File: src/rtl/interrupt_pkg.sv
// interrupt_pkg: shared FSM encoding, PC width and default vector layout for the interrupt controller.
package interrupt_pkg;
  localparam int PC_W = 11;
  localparam logic [PC_W-1:0] VECTOR_BASE_DEF = 11'h780;
  localparam int VECTOR_STRIDE_DEF = 8;
  typedef enum logic [1:0] {IDLE = 2'd0, ENTRY = 2'd1, ACTIVE = 2'd2} state_e;
endpackage

File: src/rtl/irq_edge_detect.sv
// irq_edge_detect: one-line rising-edge detector; IRQ_SYNC_EN inserts a 2-flop synchronizer
// in front of the edge detect for asynchronous pins.
module irq_edge_detect (
  input  logic clk,
  input  logic rst_n,
  input  logic irq_i,
  output logic rise_o
);
  logic irq_s;
  logic irq_d_q;
`ifdef IRQ_SYNC_EN
  logic [1:0] sync_q;
  always_ff @(posedge clk or negedge rst_n)
    if (!rst_n) sync_q <= '0;
    else        sync_q <= {sync_q[0], irq_i};
  assign irq_s = sync_q[1];
`else
  assign irq_s = irq_i;
`endif
  always_ff @(posedge clk or negedge rst_n)
    if (!rst_n) irq_d_q <= 1'b0;
    else        irq_d_q <= irq_s;
  assign rise_o = irq_s & ~irq_d_q;
endmodule

File: src/rtl/interrupt_controller.sv
// interrupt_controller: latches IRQ rises, masks and prioritises them, and hijacks fetch for a
// one-cycle ENTRY (squash, push PC, jump to vector) until CIS. IRQ_SYNC_EN adds input synchronizers.
module interrupt_controller
  import interrupt_pkg::*;
#(
  parameter int              NUM_IRQ       = 4,
  parameter logic [PC_W-1:0] VECTOR_BASE   = VECTOR_BASE_DEF,
  parameter int              VECTOR_STRIDE = VECTOR_STRIDE_DEF
) (
  input  logic               clk,
  input  logic               rst_n,
  input  logic [NUM_IRQ-1:0] irq_i,
  input  logic               mask_w_enable_i,
  input  logic [NUM_IRQ-1:0] mask_w_data_i,
  input  logic [PC_W-1:0]    rom_pc_i,
  input  logic               dec_jump_enable_i,
  input  logic               dec_pc_push_enable_i,
  input  logic               interrupt_clear_status_i,
  output logic               int_hold_o,
  output logic               int_jump_enable_o,
  output logic [PC_W-1:0]    int_jump_data_o,
  output logic               int_pc_push_enable_o,
  output logic [PC_W-1:0]    int_pc_push_data_o,
  output logic               int_active_o,
  output logic [2:0]         int_source_o,
  output logic [NUM_IRQ-1:0] pending_o
);
  state_e state_q, state_d;
  logic [NUM_IRQ-1:0] rise, eligible, clr;
  logic [NUM_IRQ-1:0] pending_q, pending_d, mask_q, mask_d;
  logic [2:0] sel, src_q, src_d;
  logic go, entry;

  for (genvar g = 0; g < NUM_IRQ; g++) begin : g_edge
    irq_edge_detect u_edge (
      .clk    (clk),
      .rst_n  (rst_n),
      .irq_i  (irq_i[g]),
      .rise_o (rise[g])
    );
  end

  always_comb begin
    eligible = pending_q & mask_q;
    sel = '0;
    for (int i = NUM_IRQ - 1; i >= 0; i--) if (eligible[i]) sel = 3'(i);
    go = (state_q == IDLE) && |eligible && !dec_jump_enable_i && !dec_pc_push_enable_i;
  end

  always_comb
    state_d = (state_q == ENTRY) ? ACTIVE :
              go ? ENTRY :
              (state_q == ACTIVE && !interrupt_clear_status_i) ? ACTIVE : IDLE;

  // Source is frozen at the IDLE->ENTRY decision so mask/pending changes cannot retarget the entry.
  always_comb begin
    clr = (state_q == ENTRY) ? NUM_IRQ'(1) << src_q : '0;
    pending_d = (pending_q & ~clr) | rise;
    mask_d = mask_w_enable_i ? mask_w_data_i : mask_q;
    src_d = go ? sel : src_q;
  end

  always_ff @(posedge clk or negedge rst_n)
    if (!rst_n) begin
      state_q   <= IDLE;
      pending_q <= '0;
      mask_q    <= '0;
      src_q     <= '0;
    end else begin
      state_q   <= state_d;
      pending_q <= pending_d;
      mask_q    <= mask_d;
      src_q     <= src_d;
    end

  always_comb begin
    entry = state_q == ENTRY;
    int_hold_o = entry;
    int_jump_enable_o = entry;
    int_pc_push_enable_o = entry;
    int_jump_data_o = entry ? PC_W'(32'(VECTOR_BASE) + 32'(src_q) * 32'(VECTOR_STRIDE)) : '0;
    int_pc_push_data_o = entry ? rom_pc_i : '0;
    int_active_o = state_q == ACTIVE;
    int_source_o = src_q;
    pending_o = pending_q;
  end
endmodule

File: config.mk
export PLATFORM = sky130hd
export DESIGN_NAME = interrupt_controller
export DESIGN_NICKNAME = d
export VERILOG_FILES = /design/src/rtl/interrupt_pkg.sv /design/src/rtl/irq_edge_detect.sv /design/src/rtl/interrupt_controller.sv
export SDC_FILE = /design/constraint.sdc
export NUM_CORES = 1
export LEC_CHECK = 0
export BUFFER_PORTS_ARGS = -buffer_cell sky130_fd_sc_hd__buf_2
export CORE_MARGIN = 1
export CORE_UTILIZATION = 30
export CTS_CLUSTER_SIZE = 12
export DETAILED_ROUTE_END_ITERATION = 12
export GPL_TIMING_DRIVEN = 0
export PLACE_DENSITY = 0.76
export SLEW_MARGIN = 20
export SYNTH_ARGS = -nofsm -noshare
export SYNTH_HDL_FRONTEND = slang
export SYNTH_SLANG_ARGS = --single-unit
File: constraint.sdc
create_clock -name clk -period 1.2 [get_ports clk]
set_input_delay 0.12 -clock clk [delete_from_list [all_inputs] [get_ports clk]]
set_output_delay 0.12 -clock clk [all_outputs]
set_load 0.05 [all_outputs]
### Word level (Yosys, flattened, before mapping)

Cells that the tools add are included.

* register bits: 17
* output and inout bits: 33
* logic and storage cells: 43

* add/sub/neg operators: 1
* equality and inequality tests: 2
* shift-type cells: 1
* multiplexer cells: 10
* bitwise operators: 12
* reduce and logical (&&, ||, !) cells: 9

Operator list (count)
* two-way mux 11 bit: 2
* adder 11 x 6 -> 11 bit, first input constant: 1
* two-way mux 2 bit: 5
* AND 4 bit: 2
* two-way mux 3 bit: 2
* AND 1 bit: 4
* logical AND 1 bit: 4
* two-way mux 4 bit: 1
* inverter 1 bit: 4
* inverter 4 bit: 1
* OR 4 bit: 1
* OR reduction 4 bit: 1
* << shifter 1 x 3 -> 4 bit, first input constant: 1
* zero test 1 bit: 3
* == test 2 x 1 -> 1 bit, second input constant: 1
* == test 2 bit, second input constant: 1
* zero test 2 bit: 1

### Logic depth before layout (Yosys ltp)

Gate-level depths: netlist of run 1.

* depth after elaboration: 7
* mapped depth: 5

### Modules after synthesis

A second synthesis of run 1 with hierarchy kept.

* cell total of the unflattened synthesis: 77
* area, all modules: 845.8 µm²

By module, submodules not included
* interrupt_controller: times used 1, cells each 69, area each 690.7 µm², sequential area each 300.3 µm²
* irq_edge_detect: times used 4, cells each 2, area each 38.8 µm², sequential area each 25.0 µm²

### Worst setup path after synthesis of run 1

OpenSTA, ideal clock, no wires.

* kind: register to output
* from: reg state_q[1]
* to: out int_pc_push_data_o[0]
* arrival time: 1.501 ns
* data required time: 1.080 ns
* path slack: -0.421 ns
* stages on the path, launching flop included: 5
* buffers on the path: 1
* path through: dfrtp_1 nand2b_1 inv_2 buf_2 and2_1

* cells in the longest elaborated chain, start to end: 2

RTL lines
* start: declaration: RTL line interrupt_controller.sv:28 `state_e state_q, state_d;`
* start signal: assignment: RTL line interrupt_controller.sv:70 `state_q <= state_d;`
* == test 2 x 1 -> 1 bit: RTL line interrupt_controller.sv:77 `entry = state_q == ENTRY;`
* named net int_hold_o: RTL line interrupt_controller.sv:19 `output logic int_hold_o,`
* two-way mux 11 bit: RTL line interrupt_controller.sv:82 `int_pc_push_data_o = entry ? rom_pc_i : '0;`
* end: declaration: RTL line interrupt_controller.sv:23 `output logic [PC_W-1:0] int_pc_push_data_o,`

The timed path passes the listed nets, and every way through them passes these cells.

### Worst setup path after layout of run 1

* from: reg state_q[1]
* to: out int_pc_push_data_o[3]

* cells in the longest elaborated chain, start to end: 2

RTL lines (RTL line)
* == test 2 x 1 -> 1 bit: interrupt_controller.sv:77
* two-way mux 11 bit: interrupt_controller.sv:82

No other way between the ends.

==> results of run 1 <==
==> power groups by stage <==
stage	combinational [mW]	sequential (mW)	clock, mW
final	1.22	0.769	0.359
after global routing	1.29	0.785	0.385
after CTS	1.20	0.757	0.363
after detailed placement	0.980	0.766	0
after global placement	0.967	0.761	0
after floorplan	0.555	0.955	0
==> cell families (layout without fill, tap and decap cells) <==
logic type,count (synthesis),after routing,synth area share [%]
AO/OA/AOI/OAI,14,14,10.4
buffers and inverters,21,87,15.6
flip-flops,16,16,49.8
multiplexers,5,5,7.48
other,1,6,0.467
AND/OR/NAND/NOR,21,21,16.2
==> cells in the mapped netlist <==
library cell  number
and2_1            11
buf_2              1
inv_1              7
mux2_2             4
nand2b_1           2
o21a_2             1
o31ai_1            1
dfrtp_1           16
nor4_4             1
mux2_4             1
o21ai_1            1
conb_1             1
a21oi_1            3
a32oi_1            1
nand3_1            1
nand2_1            6
a22o_1             1
buf_4             12
inv_2              1
o21ai_0            6
==> flip-flops by register name (all words and copies together) (netlist names) <==
register and count:
mask_q 4, state_q 2, pending_o 4, g_edge.u_edge.irq_d_q 4, int_source_o 2
==> what timing repair did <==
item | CTS | global route
pin swaps | 1 | 1
hold buffers | 5 | 0
gates resized for setup | 67 | 5
setup endpoints to repair | 22 | 26
hold endpoints to repair | 20 | 0
setup buffers | 5 | 1
==> metrics by stage <==
step                      setup WS [ns]  std cells
after floorplan                  -0.160         83
after global placement           -0.176        164
after detailed placement         -0.200        164
after CTS                        -0.265        178
after global routing             -0.315        179
final                            -0.259        179
==> layout make-up <==
class                      instances  area [um^2]
fill                             207          976
timing repair buffer              62          546
sequential                        16          409
multi-input combinational         46          350
buffer                            13          110
tap                               30         37.5
clock buffer                       4         36.3
inverter                           8         35.0
==> worst max path at each step <==
stage          depth (start not counted)                     to  slack, ns
2_1_floorplan                          3        int_source_o[0]      -0.16
3_3_place_gp                           3        int_source_o[0]      -0.18
3_5_place_dp                           3        int_source_o[0]      -0.20
4_1_cts                                5  int_pc_push_data_o[9]      -0.26
5_1_grt                                5  int_pc_push_data_o[9]      -0.31
6_report                               5  int_pc_push_data_o[3]      -0.26
==> metal layers <==
metal  vias up  wire, um  global-route usage, %
met2        56       957                   26.7
met5         -         0                      0
li1        376         -                      -
met1       335       723                   15.5
met4         0        30                   9.21
met3         3       259                   3.11
==> results_dict.tcl, run 1 <==
set metrics [dict create \
    design_power_total_mw 2.35 \
    cpMaxStageDelayCell "dfrtp_1" \
    setup_ws_ns -0.259 \
    antenna_found_initial 0 \
    clk_pin_slew_worst_paths_ns 0.10 \
    num_vias 770 \
    finalWorstPathRequiredPeriod_ns 1.46 \
    number_of_endpoints_with_negative_hold_slack_in_the_final_report 0 \
    most-common-layout-cells "buf_2, buf_4, buf_8, and2_4, dfrtp_1" \
    worst_path_dominant_cell_family "flip-flops" \
    hp-class "primary input to register" \
    synth-seq-cells 16 \
    final_util_pct 61.0 \
    die-height_um 53.7 \
    criticalPathCategory "register to output pin" \
    mostFrequentLayoutCell "buf_2" \
    postSynthAreaPerCell_um2 10.3 \
    reg2reg_depth 3 \
    synth_top_cell_by_area "dfrtp_1" \
    cts_tree "done" \
    die-width_um 53.7 \
    htree_levels 1 \
    yosys.cell_types.count 20 \
    seq_power_share_pct 32.7 \
    fp.dieArea_um2 2890 \
    hold-path-endpoint "state_q[1]" \
    viasPerCell 4.30 \
    hp-start "interrupt_clear_status_i" \
    clock-root-buffer "clkbuf_4" \
    skew_ns 0.00869 \
    flop2flop_setup_slack_ns -0.17 \
    worst_endpoint_required_time_ns 1.08 \
    gpl.final_weighted_congestion 0.805 \
    peakVddDrop_mv 1.15 \
    instance_count_of_the_mapped_netlist 78 \
    buffer_ports.inserted 51 \
    grt_start_max_net_pins 17 \
    hold-path-cell-count 2 \
    diodes 0 \
    fmax_mhz 686 \
    nets 175 \
    syn2layout_area_growth_pct 89.7 \
    yosys_warnings 0 \
    clk-insertion-delay-late_ns 0.30 \
    stdcell_area_um2 1520 \
    r2r-end "int_source_o[0]" \
    critPathCaptureType "output pin" \
    io_pins 58 \
    dpl-instance-area_um2 1170 \
    crit_start "state_q[1]" \
    critPathMaxFanout 16 \
    cts_buffers 3 \
    core.rowCount 18 \
    r2r_start "state_q[0]" \
    via_count_of_the_first_global_routing_pass 702 \
    timing.hold.ws_ns 0.00394 \
    power_per_cell_area_nw_per_um2 1540 \
    drc_violation_count_after_routing 0 \
    worst_path_largest_cell_delay_ns 0.39 \
    gr-usage-all-layers_pct 14.9 \
    critical_path.cell_chain "nand2b_4, inv_6, buf_12, and2_4, buf_8" \
    drv.max_cap_violation_count 0 \
    worst_setup_path_start_kind "register" \
    outcome "complete, but fails checks" \
    dp_hpwl_um 1360 \
    timing.final.setup_violations 22 \
    leakagePower_nw 0.778 \
    grt_setup_unrepaired "yes" \
    initialDrtViolationCount 4 \
    proportion_of_total_power_due_to_net_switching_pct 44.0 \
    synth-seq-area-share_pct 49.8 \
    clkPwrFrac_pct 15.3 \
    tritoncts_num_sinks 16 \
    ctsLongestPathBuffers 2 \
    cell_types_occupying_the_most_area_after_synthesis "dfrtp_1, buf_4, and2_1" \
    syn-cell-area_um2 803 \
    drive_above_1_share_pct 73.2 \
    post-route-period-util_pct 122 \
    route.antenna.remaining_nets 0 \
    cp.buffers_inverters 3 \
    switching_power_mw 1.03 \
    cellInternalPower_mw 1.32 \
    design.core.area_um2 2500 \
    wirelength_um 1970 \
    synth_top_area_share_pct 49.8 \
    wire_per_inst_um 11.0 \
    worst_ep_arrival_time_ns 1.34 \
    violated_checks "setup timing" \
    final_max_slew_viol_count 0 \
    globalRoute.totalOverflow 0 \
    dr.pass1.iters 4 \
    floorplan.initialDensity_pct 32.1 \
    grt_first_pass_wirelength_um 2950 \
    power.combinational.fraction_pct 52.0 \
    final.setup.tns_ns -4.76 \
]
No activity file was read; power rests on OpenSTA's default activity.
==> inputs of run 2 (changes only) <==
--- a/config.mk
+++ b/config.mk
@@ -11,7 +11,7 @@
 export CTS_CLUSTER_SIZE = 12
 export DETAILED_ROUTE_END_ITERATION = 12
 export GPL_TIMING_DRIVEN = 0
-export PLACE_DENSITY = 0.76
+export PLACE_DENSITY = 0.73
 export SLEW_MARGIN = 20
 export SYNTH_ARGS = -nofsm -noshare
 export SYNTH_HDL_FRONTEND = slang
==> constraint.sdc (replaced) <==
create_clock -name clk -period 1.5 [get_ports clk]
set_input_delay 0.15 -clock clk [delete_from_list [all_inputs] [get_ports clk]]
set_output_delay 0.15 -clock clk [all_outputs]
set_load 0.05 [all_outputs]
==> run 2 against run 1 <==
  * Global-route usage decreased by 0.15 points
  * Clock power decreased by 23%
  * Sequential cell count unchanged
  * The flow now finishes without violations
  * Clock skew decreased by 0.0058 ns
  * First-iteration DRC count increased to 2.8 times the previous value
  * Worst hold slack improved by 0.063 ns
  * Design area decreased by 7.1%
==> results_dict.tcl, run 2 (synthesis gave the netlist of run 1 again) <==
set metrics [dict create \
    dr.pass1.iters 4 \
    timing.final.setup_violations 0 \
    skew_ns 0.00289 \
    antenna_found_initial 0 \
    drv.max_cap_violation_count 0 \
    clk-insertion-delay-late_ns 0.28 \
    floorplan.initialDensity_pct 32.1 \
    mostFrequentLayoutCell "buf_2" \
    design.core.area_um2 2500 \
    route.antenna.remaining_nets 0 \
    drc_violation_count_after_routing 0 \
    die-height_um 53.7 \
    dpl-instance-area_um2 1130 \
    clock-root-buffer "clkbuf_4" \
    htree_levels 1 \
    multi_input_comb_area_um2 327 \
    clk_pin_slew_worst_paths_ns 0.09 \
    grt_first_pass_wirelength_um 3030 \
    critPathCaptureType "output pin" \
    diodes 0 \
    fmax_mhz 686 \
    gr-usage-all-layers_pct 14.7 \
    setup_ws_ns 0.0432 \
    io_pins 58 \
    outcome "complete, no violations" \
    viasPerCell 4.33 \
    cpMaxStageDelayCell "dfrtp_1" \
    wire_per_inst_um 11.8 \
    nets 173 \
    grt_setup_unrepaired "yes" \
    seq_area_um2 402 \
    critical_path.cell_chain "nand2b_4, inv_6, buf_6, and2_4, buf_8" \
    flop2flop_setup_slack_ns 0.11 \
    fillerInstances 215 \
    tritoncts_num_sinks 16 \
    cts_tree "done" \
    cts_buffers 3 \
    final_util_pct 56.7 \
    use_met2_pct 27.6 \
    final_max_slew_viol_count 0 \
    stdcell_area_um2 1420 \
    num_vias 767 \
    dp_cells 164 \
    worst_path_largest_cell_delay_ns 0.39 \
    buffer_ports.inserted 51 \
    most-common-layout-cells "buf_2, buf_4, dfrtp_1, buf_8, and2_4" \
    die-width_um 53.7 \
    grt.met3_usage_pct 2.82 \
    critPathMaxFanout 8 \
    number_of_endpoints_with_negative_hold_slack_in_the_final_report 0 \
    placement.setup.worst_slack_ns 0.0385 \
    timing.hold.ws_ns 0.0668 \
    peakVddDrop_mv 0.806 \
    via_count_of_the_first_global_routing_pass 726 \
    final.setup.tns_ns 0 \
    leakagePower_nw 0.754 \
    ctsLongestPathBuffers 2 \
    drive_above_1_share_pct 61.9 \
    layout.cells.non_filler 177 \
    globalRoute.totalOverflow 0 \
    criticalPathCategory "register to output pin" \
    grt_util_met1_pct 16.1 \
    worst_endpoint_required_time_ns 1.35 \
    gpl.final_weighted_congestion 0.807 \
    worst_setup_path_start_kind "register" \
    globalRoute.busiestLayer "met2" \
    design_power_total_mw 1.77 \
    grt_start_max_net_pins 17 \
    post-route-period-util_pct 97.1 \
    worst_ep_arrival_time_ns 1.31 \
    power_per_cell_area_nw_per_um2 1250 \
    syn2layout_area_growth_pct 76.3 \
    wirelength_um 2080 \
    dp_hpwl_um 1470 \
    finalWorstPathRequiredPeriod_ns 1.46 \
    initialDrtViolationCount 11 \
    fp.dieArea_um2 2890 \
    core.rowCount 18 \
    hp-class "primary input to register" \
]
[run 2: final timing paths]
| check | start | to | cells past startpoint |
|---|---|---|---|
| worst min register to register | g_edge[0].u_edge.irq_d_q | pending_o[0] | 1 |
| max in group asynchronous | rst_n | state_q[0] | 2 |
| min in group asynchronous | rst_n | mask_q[2] | 2 |
| worst min-delay path | interrupt_clear_status_i | state_q[1] | 2 |
| worst max register to register | state_q[0] | int_source_o[0] | 3 |
| worst max-delay path | state_q[1] | int_pc_push_data_o[1] | 5 |
[run 2: critical path: cells and delay by family, from the launching register on]
family / cells / cell delay [ns]
buf+inv: 3 / 0.33
flops: 1 / 0.39
simple gates: 2 / 0.31
[run 2: repair_timing]
item                                    4_1_cts  5_1_grt
buffers inserted                              2        1
pin swaps                                     0        9
endpoints found under the setup margin       20       21
gates cloned                                  1        0
endpoints found under the hold margin        20        0
hold buffers                                  5        0
gates resized for setup                      32       28
[run 2: cell type report]
cell class / count / share of cell area (%)
Inverter: 8 / 2.47
Multi-Input combinational cell: 46 / 23.1
Clock buffer: 4 / 2.56
Buffer: 13 / 7.16
Sequential cell: 16 / 28.4
Timing Repair Buffer: 60 / 33.7
Tap cell: 30 / 2.65
[run 2: routing by layer]
metal	part of all wire (%)	wire length, um
met1	38	801
met2	51	1060
met3	11	222
met4	0	0
met5	0	0
[run 2: power by group]
group          switching [mW]  total, mW  internal, mW  leakage [nW]
combinational           0.573      0.896         0.323         0.554
clock                   0.130      0.278         0.148        0.0210
sequential             0.0917      0.597         0.505         0.180
total                   0.794       1.77         0.976         0.754
